### src/rtl/x68k_ldr_pkg.sv
// Shared types and default sizes for the ioctl-to-loader bridge.
package x68k_ldr_pkg;

  localparam int LDR_DEPTH = 4;
  localparam int LDR_AW    = 20;

  typedef enum logic [1:0] {
    IDLE  = 2'd0,
    LOAD  = 2'd1,
    DRAIN = 2'd2,
    DONE  = 2'd3
  } ldr_state_t;

  typedef struct packed {
    logic [LDR_AW-1:0] addr;
    logic [7:0]        data;
  } ldr_entry_t;

endpackage

### src/rtl/ioctl_ldr_bridge_if.sv
// hps_io ioctl download port plus X68K loader port, as seen by the bridge.
interface ioctl_ldr_bridge_if import x68k_ldr_pkg::*; #(
  parameter int AW = LDR_AW
) ();

  logic          ioctl_download;
  logic          ioctl_wr;
  logic [24:0]   ioctl_addr;
  logic [7:0]    ioctl_dout;
  logic          ioctl_wait;
  logic          ldr_aen;
  logic [AW-1:0] ldr_addr;
  logic [7:0]    ldr_wdat;
  logic          ldr_wr;
  logic          ldr_ack;
  logic          ldr_done;
  logic [AW:0]   load_cnt;
  logic          range_err;
  logic          ovf_err;

  // Bridge side.
  modport slave (
    input  ioctl_download, ioctl_wr, ioctl_addr, ioctl_dout, ldr_ack,
    output ioctl_wait, ldr_aen, ldr_addr, ldr_wdat, ldr_wr, ldr_done,
           load_cnt, range_err, ovf_err
  );

  // HPS plus core side.
  modport master (
    output ioctl_download, ioctl_wr, ioctl_addr, ioctl_dout, ldr_ack,
    input  ioctl_wait, ldr_aen, ldr_addr, ldr_wdat, ldr_wr, ldr_done,
           load_cnt, range_err, ovf_err
  );

endinterface

### src/rtl/ldr_fifo.sv
// Single-clock circular FIFO; push when full and pop when empty are ignored.
module ldr_fifo #(
  parameter int DEPTH = 4,
  parameter int W     = 28
) (
  input  logic                     clk_sys,
  input  logic                     reset,
  input  logic                     push,
  input  logic                     pop,
  input  logic [W-1:0]             din,
  output logic [W-1:0]             dout,
  output logic [$clog2(DEPTH):0]   count,
  output logic                     full,
  output logic                     empty
);

  localparam int PW = $clog2(DEPTH);

  logic [W-1:0]  mem_q [DEPTH];
  logic [W-1:0]  mem_d [DEPTH];
  logic [PW-1:0] wr_ptr_q, wr_ptr_d;
  logic [PW-1:0] rd_ptr_q, rd_ptr_d;
  logic [PW:0]   count_q, count_d;
  logic          do_push, do_pop;

  assign full    = (count_q == (PW+1)'(DEPTH));
  assign empty   = (count_q == '0);
  assign count   = count_q;
  assign dout    = mem_q[rd_ptr_q];
  assign do_push = push && !full;
  assign do_pop  = pop && !empty;

  always_comb begin
    mem_d    = mem_q;
    wr_ptr_d = wr_ptr_q;
    rd_ptr_d = rd_ptr_q;
    count_d  = count_q;
    if (do_push) begin
      mem_d[wr_ptr_q] = din;
      wr_ptr_d        = wr_ptr_q + PW'(1);
    end
    if (do_pop) begin
      rd_ptr_d = rd_ptr_q + PW'(1);
    end
    unique case ({do_push, do_pop})
      2'b10:   count_d = count_q + (PW+1)'(1);
      2'b01:   count_d = count_q - (PW+1)'(1);
      default: count_d = count_q;
    endcase
  end

  always_ff @(posedge clk_sys) begin
    if (reset) begin
      wr_ptr_q <= '0;
      rd_ptr_q <= '0;
      count_q  <= '0;
    end else begin
      wr_ptr_q <= wr_ptr_d;
      rd_ptr_q <= rd_ptr_d;
      count_q  <= count_d;
    end
  end

  // Storage needs no reset: count gates every read.
  always_ff @(posedge clk_sys) begin
    mem_q <= mem_d;
  end

endmodule

### src/rtl/ioctl_ldr_bridge.sv
// Buffers hps_io ioctl download bytes and replays them to the X68K loader port.
//   state | meaning
//   IDLE  | waiting for the first download window
//   LOAD  | download open: accept ioctl bytes, feed the core
//   DRAIN | download closed: flush buffered bytes to the core
//   DONE  | load finished; terminal until reset, later downloads ignored
module ioctl_ldr_bridge import x68k_ldr_pkg::*; #(
  parameter int DEPTH = LDR_DEPTH,
  parameter int AW    = LDR_AW
) (
  input  logic             clk_sys,
  input  logic             reset,
  ioctl_ldr_bridge_if.slave bus
);

  localparam int CW = $clog2(DEPTH) + 1;
  localparam int EW = AW + 8;
  localparam logic [CW-1:0] WAIT_TH = CW'(DEPTH - 1);
  localparam logic [AW:0]   CNT_MAX = {1'b1, {AW{1'b0}}};

  ldr_state_t    state_q, state_d;
  logic          dl_q, ack_q;
  logic          ldr_wr_q, ldr_wr_d;
  logic [AW-1:0] ldr_addr_q, ldr_addr_d;
  logic [7:0]    ldr_wdat_q, ldr_wdat_d;
  logic          ldr_done_q, ldr_done_d;
  logic [AW:0]   load_cnt_q, load_cnt_d;
  logic          range_err_q, range_err_d;
  logic          ovf_err_q, ovf_err_d;
  logic          ioctl_wait_q, ioctl_wait_d;

  logic          dl_rise, dl_fall, active, in_range, wr_load;
  logic          push, pop, ack_hit;
  logic [EW-1:0] fifo_dout;
  logic [CW-1:0] fifo_count, count_next;
  logic          fifo_full, fifo_empty;

  assign dl_rise  = bus.ioctl_download && !dl_q;
  assign dl_fall  = !bus.ioctl_download && dl_q;
  assign active   = (state_q == LOAD) || (state_q == DRAIN);
  assign in_range = (bus.ioctl_addr[24:AW] == '0);
  assign wr_load  = (state_q == LOAD) && bus.ioctl_wr;
  assign push     = wr_load && in_range && !fifo_full;
  assign pop      = active && !fifo_empty && !ldr_wr_q;
  assign ack_hit  = bus.ldr_ack && !ack_q && ldr_wr_q;

  ldr_fifo #(.DEPTH(DEPTH), .W(EW)) u_fifo (
    .clk_sys (clk_sys),
    .reset   (reset),
    .push    (push),
    .pop     (pop),
    .din     ({bus.ioctl_addr[AW-1:0], bus.ioctl_dout}),
    .dout    (fifo_dout),
    .count   (fifo_count),
    .full    (fifo_full),
    .empty   (fifo_empty)
  );

  always_comb begin
    state_d = state_q;
    unique case (state_q)
      IDLE:    if (dl_rise) state_d = LOAD;
      LOAD:    if (dl_fall) state_d = DRAIN;
      DRAIN:   if (fifo_empty && !ldr_wr_q) state_d = DONE;
      default: state_d = state_q;
    endcase
  end

  always_comb begin
    ldr_wr_d    = ldr_wr_q;
    ldr_addr_d  = ldr_addr_q;
    ldr_wdat_d  = ldr_wdat_q;
    load_cnt_d  = load_cnt_q;
    range_err_d = range_err_q || (wr_load && !in_range);
    // Out-of-range wins over overflow when both apply.
    ovf_err_d   = ovf_err_q || (wr_load && in_range && fifo_full);
    if (ack_hit) begin
      ldr_wr_d = 1'b0;
      if (load_cnt_q != CNT_MAX) load_cnt_d = load_cnt_q + (AW+1)'(1);
    end
    if (pop) begin
      ldr_wr_d   = 1'b1;
      ldr_addr_d = fifo_dout[EW-1:8];
      ldr_wdat_d = fifo_dout[7:0];
    end
    // Wait reflects the post-edge occupancy, leaving one slot for an in-flight write.
    count_next   = fifo_count + CW'(push) - CW'(pop);
    ioctl_wait_d = (count_next >= WAIT_TH);
    ldr_done_d   = (state_d == DONE);
  end

  always_ff @(posedge clk_sys) begin
    if (reset) begin
      state_q      <= IDLE;
      dl_q         <= 1'b0;
      ack_q        <= 1'b0;
      ldr_wr_q     <= 1'b0;
      ldr_addr_q   <= '0;
      ldr_wdat_q   <= '0;
      ldr_done_q   <= 1'b0;
      load_cnt_q   <= '0;
      range_err_q  <= 1'b0;
      ovf_err_q    <= 1'b0;
      ioctl_wait_q <= 1'b0;
    end else begin
      state_q      <= state_d;
      dl_q         <= bus.ioctl_download;
      ack_q        <= bus.ldr_ack;
      ldr_wr_q     <= ldr_wr_d;
      ldr_addr_q   <= ldr_addr_d;
      ldr_wdat_q   <= ldr_wdat_d;
      ldr_done_q   <= ldr_done_d;
      load_cnt_q   <= load_cnt_d;
      range_err_q  <= range_err_d;
      ovf_err_q    <= ovf_err_d;
      ioctl_wait_q <= ioctl_wait_d;
    end
  end

  assign bus.ioctl_wait = ioctl_wait_q;
  assign bus.ldr_aen    = active;
  assign bus.ldr_addr   = ldr_addr_q;
  assign bus.ldr_wdat   = ldr_wdat_q;
  assign bus.ldr_wr     = ldr_wr_q;
  assign bus.ldr_done   = ldr_done_q;
  assign bus.load_cnt   = load_cnt_q;
  assign bus.range_err  = range_err_q;
  assign bus.ovf_err    = ovf_err_q;

endmodule

### src/flat_wrapper.sv
// flat-port wrapper written by rule: the top's interface ports become plain ports
module ioctl_ldr_bridge_flat import x68k_ldr_pkg::*;
#(
  parameter int DEPTH = LDR_DEPTH,
  parameter int AW    = LDR_AW
)
  (clk_sys, reset, bus_ioctl_download, bus_ioctl_wr, bus_ioctl_addr, bus_ioctl_dout, bus_ldr_ack, bus_ioctl_wait, bus_ldr_aen, bus_ldr_addr, bus_ldr_wdat, bus_ldr_wr, bus_ldr_done, bus_load_cnt, bus_range_err, bus_ovf_err);
  ioctl_ldr_bridge_if #(.AW(AW)) bus_i ();
  input  logic clk_sys;
  input  logic reset;
  input wire logic [$bits(bus_i.ioctl_download)-1:0] bus_ioctl_download;
  input wire logic [$bits(bus_i.ioctl_wr)-1:0] bus_ioctl_wr;
  input wire logic [$bits(bus_i.ioctl_addr)-1:0] bus_ioctl_addr;
  input wire logic [$bits(bus_i.ioctl_dout)-1:0] bus_ioctl_dout;
  input wire logic [$bits(bus_i.ldr_ack)-1:0] bus_ldr_ack;
  output wire logic [$bits(bus_i.ioctl_wait)-1:0] bus_ioctl_wait;
  output wire logic [$bits(bus_i.ldr_aen)-1:0] bus_ldr_aen;
  output wire logic [$bits(bus_i.ldr_addr)-1:0] bus_ldr_addr;
  output wire logic [$bits(bus_i.ldr_wdat)-1:0] bus_ldr_wdat;
  output wire logic [$bits(bus_i.ldr_wr)-1:0] bus_ldr_wr;
  output wire logic [$bits(bus_i.ldr_done)-1:0] bus_ldr_done;
  output wire logic [$bits(bus_i.load_cnt)-1:0] bus_load_cnt;
  output wire logic [$bits(bus_i.range_err)-1:0] bus_range_err;
  output wire logic [$bits(bus_i.ovf_err)-1:0] bus_ovf_err;
  assign bus_i.ioctl_download = bus_ioctl_download;
  assign bus_i.ioctl_wr = bus_ioctl_wr;
  assign bus_i.ioctl_addr = bus_ioctl_addr;
  assign bus_i.ioctl_dout = bus_ioctl_dout;
  assign bus_i.ldr_ack = bus_ldr_ack;
  assign bus_ioctl_wait = bus_i.ioctl_wait;
  assign bus_ldr_aen = bus_i.ldr_aen;
  assign bus_ldr_addr = bus_i.ldr_addr;
  assign bus_ldr_wdat = bus_i.ldr_wdat;
  assign bus_ldr_wr = bus_i.ldr_wr;
  assign bus_ldr_done = bus_i.ldr_done;
  assign bus_load_cnt = bus_i.load_cnt;
  assign bus_range_err = bus_i.range_err;
  assign bus_ovf_err = bus_i.ovf_err;
  ioctl_ldr_bridge #(.DEPTH(DEPTH), .AW(AW)) u_core (.clk_sys(clk_sys), .reset(reset), .bus(bus_i));
endmodule
### config.mk
export PLATFORM = sky130hd
export DESIGN_NAME = ioctl_ldr_bridge_flat
export DESIGN_NICKNAME = d
export VERILOG_FILES = /design/src/rtl/x68k_ldr_pkg.sv /design/src/rtl/ioctl_ldr_bridge_if.sv /design/src/rtl/ldr_fifo.sv /design/src/rtl/ioctl_ldr_bridge.sv /design/src/flat_wrapper.sv
export SDC_FILE = /design/constraint.sdc
export NUM_CORES = 1
export LEC_CHECK = 0
export ABC_AREA = 1
export CORE_UTILIZATION = 55
export DETAILED_ROUTE_END_ITERATION = 7
export PLACE_DENSITY = 0.79
export RECOVER_POWER = 100
export SETUP_SLACK_MARGIN = 0.02
export SLEW_MARGIN = 20
export SYNTH_ARGS = -nofsm -noshare
export SYNTH_HDL_FRONTEND = slang
export SYNTH_SLANG_ARGS = --single-unit
### constraint.sdc
create_clock -name clk_sys -period 3.95 [get_ports clk_sys]
set_input_delay 0.79 -clock clk_sys [delete_from_list [all_inputs] [get_ports clk_sys]]
set_output_delay 0.79 -clock clk_sys [all_outputs]
set_load 0.02 [all_outputs]
* Yosys cells after proc, flatten, opt, wreduce, memory -nomap -nowiden *
Index checks and enable logic that the tools add are counted.
Widths: inputs -> output; s select.

operators by class
  mux-type cells = 13
  $lt $le $gt $ge = 4
  reductions and logical operators = 31
  add/sub/neg operators = 7
  equal/unequal tests = 7
  bitwise operators = 2

operators by type and width
  kind                   number
  $bwmux 112             1
  $mux 28                3
  $bmux 28 s2            1
  $demux 28 s2           1
  $add 21x1->21 const B  1
  $ne 21x21->1 const B   1
  $logic_and 1x1->1      15
  $logic_not 1->1        7
  $eq 2x2->1 const B     3
  $ge 3x3->1 const B     2
  $mux 2                 3
  $not 2->3              2
  $pmux 2 s3             1
  $pmux 3 s2             1
  $logic_not 5->1        1
  $add 2x1->2 const B    2
  $eq 2x1->1 const B     2
  $reduce_bool 2->1      2
  $add 3x1->3            1
  $add 3x1->3 const B    1
  $eq 3x3->1 const B     1
  $ge 3x2->1 const B     1
  $logic_not 3->1        1
  $logic_or 1x1->1       3
  6 further kinds        7

storage, ports and cells
  register bits = 177
  input port bits = 38
  output and inout bits = 55
  word-level logic and storage cells = 82

* Logic depth before layout (Yosys ltp) *
  word-level depth = 7
  depth in mapped cells = 13
  gate-level depth less buffers = 12

* Modules after synthesis *
From an unflattened synthesis, not the netlist that was laid out.

unflattened totals
  cells, all modules = 731
  area, all modules = 7,372.1 um^2

by module, submodules not included
  module            cells each  area an instance (um^2)  times used
  ldr_fifo          338         4,605.7                  1
  ioctl_ldr_bridge  393         2,766.4                  1

* Worst setup path after synthesis *
OpenSTA, ideal clock, no wires.

  path kind = in2reg
  from = in bus_ioctl_addr[23]
  to = reg u_core.u_fifo.mem_q[0] (netlist name), enable pin
  stages on the path = 6
  arrival time = 2.592 ns
  setup slack = 0.945 ns
  required time = 3.537 ns
  library setup time = 0.413 ns
  path through = nor3_1 nand2_1 nor2_1 o21ai_0 buf_2 nor2_1

on the way
  longest elaborated chain between the ends = 4

ends and longest elaborated chain
  element                         line                    source
  from (decl)                     flat_wrapper.sv:13      input wire logic [$bits(bus_i.ioctl_addr)-1:0] bus_ioctl_addr;
  $logic_not 5->1                 ioctl_ldr_bridge.sv:41  assign in_range = (bus.ioctl_addr[24:AW] == '0);
  $logic_and 1x1->1 (2 in a row)  ioctl_ldr_bridge.sv:43  assign push = wr_load && in_range && !fifo_full;
  $logic_and 1x1->1               ldr_fifo.sv:30          assign do_push = push && !full;
  to (signal assigned)            ldr_fifo.sv:66          mem_q <= mem_d;
  to (decl)                       ldr_fifo.sv:19          logic [W-1:0] mem_q [DEPTH];

No other way between the ends.
A chain may end at the register's enable or synchronous reset.

* Worst setup path after layout *
  from = in bus_ldr_ack
  to = reg u_core.load_cnt_q[11], in the netlist u_core.bus.load_cnt[11]

on the way
  longest elaborated chain between the ends = 3

ends and longest elaborated chain
  element                         line                     source
  from (decl)                     flat_wrapper.sv:15       input wire logic [$bits(bus_i.ldr_ack)-1:0] bus_ldr_ack;
  $logic_and 1x1->1 (2 in a row)  ioctl_ldr_bridge.sv:45   assign ack_hit = bus.ldr_ack && !ack_q && ldr_wr_q;
  $reduce_and 2->1 (no line)      --
  to (signal assigned)            ioctl_ldr_bridge.sv:113  load_cnt_q <= load_cnt_d;
  to (decl)                       ioctl_ldr_bridge.sv:27   logic [AW:0] load_cnt_q, load_cnt_d;

No other way between the ends.

==> impl_summary.md <==
Worst setup path
The capture instance of the worst register-to-register path is u_core.u_fifo.mem_q[28]. Traced cell by cell, the critical path runs through clkdlybuf4s50_1 -> inv_1 -> nor3_1 -> nand2_1 -> clkinvlp_2 -> nand2_1 -> a21oi_1. STA classifies the critical path startpoint as a primary input.

The cell occurring most often along the worst timing path is sky130_fd_sc_hd__nand2_1. For this design, the slowest cell found on the critical path is sky130_fd_sc_hd__nor3_1. The kind of capture point of the worst setup path is a register. The type of the worst setup path is primary input to register. The required arrival time at the worst endpoint is 4.30 ns. For flop-to-flop paths, the worst setup slack is 0.92 ns. The depth of the worst register-to-register path is 8.

The critical path contains buffers and inverters numbering 3 combined. In this run the worst path has a maximum fanout of 19. The launch instance of the worst register-to-register path is u_core.state_q[1]. Among cell families on the critical path, the largest total delay comes from simple AND/OR/NAND/NOR gates. For this run, the slowest stage of the critical path takes around 0.82 ns. The signal arrival time at the worst endpoint is 3.68 ns.

Layout
Of the cells placed in the final design, the portion with a size suffix greater than 1 is 0.0650. The count of placed standard cells in the final layout, fillers left out is 988. The number of antenna repair diodes is 0.

The total of fill cells in the finished design is 964. The area of all placed cells without fillers is 8820 µm². The final layout contains 855 nets.

Registers take ~4700 µm². Compared with the post-synthesis result, the final layout area differs by 21.9%. In the final layout, the multi-input gates occupy 2250 µm².

Placed design
The wire-length estimate of the detail-placed layout is ~9700 µm. Once placement finished, the instance area stood at roughly 8300 µm². The number of I/O port buffers is between 90 and 100. At the end of routability-driven placement, the weighted congestion stood at 0.859.

The number of cells in the design after placement is 956.

Worst hold path
The worst min-delay path endpoint is u_core.bus.ovf_err. The count of cells along the worst hold path is 1. The worst hold path belongs to the class register to register. The worst hold path begins at u_core.bus.ovf_err.

Clock network
The count of hold-fix buffers inserted at cts is 0. The number of buffers inserted during clock tree synthesis is 17. The number of setup buffers added after CTS is 0.

The longest clock path from root to sink contains 2 buffers. Once the clock tree was built, the resizer swapped 0 gates to a different size. The H-tree depth reported by CTS is 4. Counting every sink on the clock net gives 177. TritonCTS built the clock tree. The latest clock arrival within the worst-skew pair is 0.42 ns. The root buffer cell chosen for the clock tree is sky130_fd_sc_hd__clkbuf_16. Clock-pin slew was measured on the worst setup and hold paths at 0.06 ns.

Global route
Entering global routing, the biggest net connects 59 pins. The via count of the first global-routing pass was around 5100. In the global route stage, overall resource usage came out at 0.240.

The initial antenna violation count came to 0. The wire length of the first global-routing pass is 24500 µm. The total overflow left after global routing is 0.

Logic synthesis
The average cell area after synthesis is 10.1 µm². Of the post-synthesis cell area, the dominant cell type holds 0.465. The number of cells produced by synthesis is 715. The biggest area contributor in the post-synthesis netlist is sky130_fd_sc_hd__edfxtp_1. sky130_fd_sc_hd__nor2_1 is the most common cell in the netlist. The synthesized design contains 177 register bits.

The count of unique library cells instantiated by Yosys is 35. In the synthesized netlist, the cells that appear most often are sky130_fd_sc_hd__nor2_1 (171), sky130_fd_sc_hd__edfxtp_1 (112), sky130_fd_sc_hd__o21ai_0 (91). The share of the Yosys chip area taken by registers is 0.644. Ranked by total cell area, the synthesized netlist is headed by sky130_fd_sc_hd__edfxtp_1 (46%), sky130_fd_sc_hd__dfxtp_1 (18%), sky130_fd_sc_hd__nor2_1 (8.9%), sky130_fd_sc_hd__o21ai_0 (6.3%), sky130_fd_sc_hd__nand2_1 (4.1%). The synthesized design contains 112 enable-type register cells. The top flip-flop cell by instance count after synthesis is sky130_fd_sc_hd__edfxtp_1. Yosys printed 0 warnings. The cell area after synthesis is around 7200 µm².

The total nets after synthesis is 767. The share of flip-flops with an asynchronous set or reset after synthesis is 0.

STA
The transition time at the pin with the least slew margin is roughly 2.0 ns. The maximum achievable frequency is 0.300 GHz. The headroom to the max-slew limit is -0.317. Setup repair after global routing left no endpoint under its margin. The share of the clock period used by the worst path after layout is 0.843.

The number of max-slew violations in the final report is 50. The hold violation count in the final report came to 0. The worst path in the final design needs a cycle of 3.33 ns, including I/O delays and setup. The number of failing setup endpoints in the final timing report is 0. Across all hold checks on the routed design, the worst slack comes to ~0.48 ns. After routing, the total negative slack on setup checks comes to 0 ns. The clock skew is 0.00948 ns.

Power and ir drop
The total leakage power is 0.00325 µW. The combinational share of power is 0.031. The net load switching power is ~750 µW. Of the total power, the share spent switching nets is 0.207. The power density over the cells is 408 nW/µm².

The share of total power dissipated in the clock network is 0.422. Cell internal power was estimated by the tool at 2860 µW. The share of total power dissipated in sequential elements is 0.548. The overall power is 3600 µW.

VDD sags by at most 0.457 mV.

Outcome
The run finished, with violations left. The checks that failed: max-capacitance violations, max-slew violations.

Drt
After detailed routing, no signal wire sits above met4. The final route contains about 5400 vias. In the routed layout, each cell is associated on average with a via count of approximately 5.5. The number of antenna-violating nets in the routed design is 0. The routed length on met1 is about 6500 µm.

The routed length per instance is 15.5 µm. The first routing iteration left around 560 violations. Detailed routing placed a total of 7630 µm of wire on met2.

The wire length reported by the detailed router is 15300 µm. The DRC violation count after routing is 0. In the detailed route, the total length drawn on met3 is 945 µm. The pre-antenna-repair detailed-routing pass consisted of 7 iterations.

Die
The die covers 13600 µm². The row count is ~40. The die is 117 µm tall. The I/O pin total is 93.

The horizontal die dimension is about 120 µm. The region available for standard cell placement spans 12700 µm². The initial utilization of the core area, before any placement, comes to 0.569.

Job
Across the run, the number of max-cap violations was 1.
-- area by class of cell --
class | count | area share
clock inverters | 11 | 0.00907
inverters | 44 | 0.0189
multi-input cells | 460 | 0.255
well taps | 172 | 0.0244
repair buffers | 103 | 0.112
clock buffers | 21 | 0.0522
flip-flops and latches | 177 | 0.529
-- worst max path at each step --
stage,cells after the start,from,endpoint
final,7,bus_ldr_ack,u_core.bus.load_cnt[11]
after detailed placement,13,bus_ioctl_addr[24],u_core.u_fifo.count[2]
after global routing,7,bus_ldr_ack,u_core.bus.load_cnt[6]
after CTS,13,u_core.state_q[0],u_core.bus.ioctl_wait
after floorplan,6,bus_ioctl_addr[23],u_core.u_fifo.mem_q[0]
after global placement,11,bus_ioctl_addr[23],u_core.bus.ioctl_wait
-- stage by stage --
stage | setup slack (ns) | util
2_1_floorplan | 0.945 | -
3_3_place_gp | 0.944 | 0.655
3_5_place_dp | 0.739 | 0.655
4_1_cts | 0.933 | 0.698
5_1_grt | 0.369 | 0.694
6_report | 0.621 | 0.694
-- cell usage in the layout, fill, tap and decap left out, types with 6 or more instances in the layout --
cell type                           n
sky130_fd_sc_hd__a21oi_1           21
sky130_fd_sc_hd__buf_4              7
sky130_fd_sc_hd__clkbuf_16         17
sky130_fd_sc_hd__clkdlybuf4s50_1    7
sky130_fd_sc_hd__clkinvlp_4         6
sky130_fd_sc_hd__dfxtp_1           64
sky130_fd_sc_hd__dlygate4sd3_1     85
sky130_fd_sc_hd__edfxtp_1         112
sky130_fd_sc_hd__ha_1              12
sky130_fd_sc_hd__inv_1             41
sky130_fd_sc_hd__nand2_1           81
sky130_fd_sc_hd__nand3_1            9
sky130_fd_sc_hd__nand4_1            7
sky130_fd_sc_hd__nor2_1           169
sky130_fd_sc_hd__nor3_1             8
sky130_fd_sc_hd__o21ai_0           91
sky130_fd_sc_hd__o21ai_1            7
sky130_fd_sc_hd__o22ai_1           28
-- cell families (layout without fill, tap and decap cells) --
family / after synthesis / after routing / synth area share
AND/OR/NAND/NOR: 286 / 286 / 0.163
flip-flops: 177 / 177 / 0.644
AO/OA/AOI/OAI: 152 / 152 / 0.112
buffers and inverters: 78 / 179 / 0.0441
adder cells (fa/ha/maj): 14 / 14 / 0.0263
XOR/XNOR: 8 / 8 / 0.00968
-- worst reg2reg max path, delay by kind of cell (launching register included) --
| family | cells | cell delay (ns) |
|---|---|---|
| simple gates | 3 | 1.14 |
| buf+inv | 3 | 0.83 |
| flops | 1 | 0.33 |
| fa+ha+maj | 1 | 0.24 |
| compound gates | 1 | 0.15 |
-- per-layer routing --
layer,vias to the layer above,track usage
met2,196,0.403
met5,-,0
met1,2566,0.303
li1,2617,-
met4,0,0.100
met3,22,0.0509
-- power groups by stage --
stage	clock network, µW	logic, µW	registers, µW
floorplan	0	44.5	2020
global placement	0	112	2010
detailed placement	0	117	2010
CTS	1540	119	1970
global route	1620	122	1970
finish	1520	111	1970
-- sequential cells by signal, summed over array words and instances, names as in the netlist, 2 cells and up --
name and flops:
u_core.state_q 2, u_core.bus.load_cnt 21, u_core.u_fifo.count 3, u_core.u_fifo.rd_ptr_q 2, u_core.bus.ldr_wdat 8, u_core.u_fifo.wr_ptr_q 2
u_core.u_fifo.mem_q 112, u_core.bus.ldr_addr 20
(Power assumes the default switching activity.)
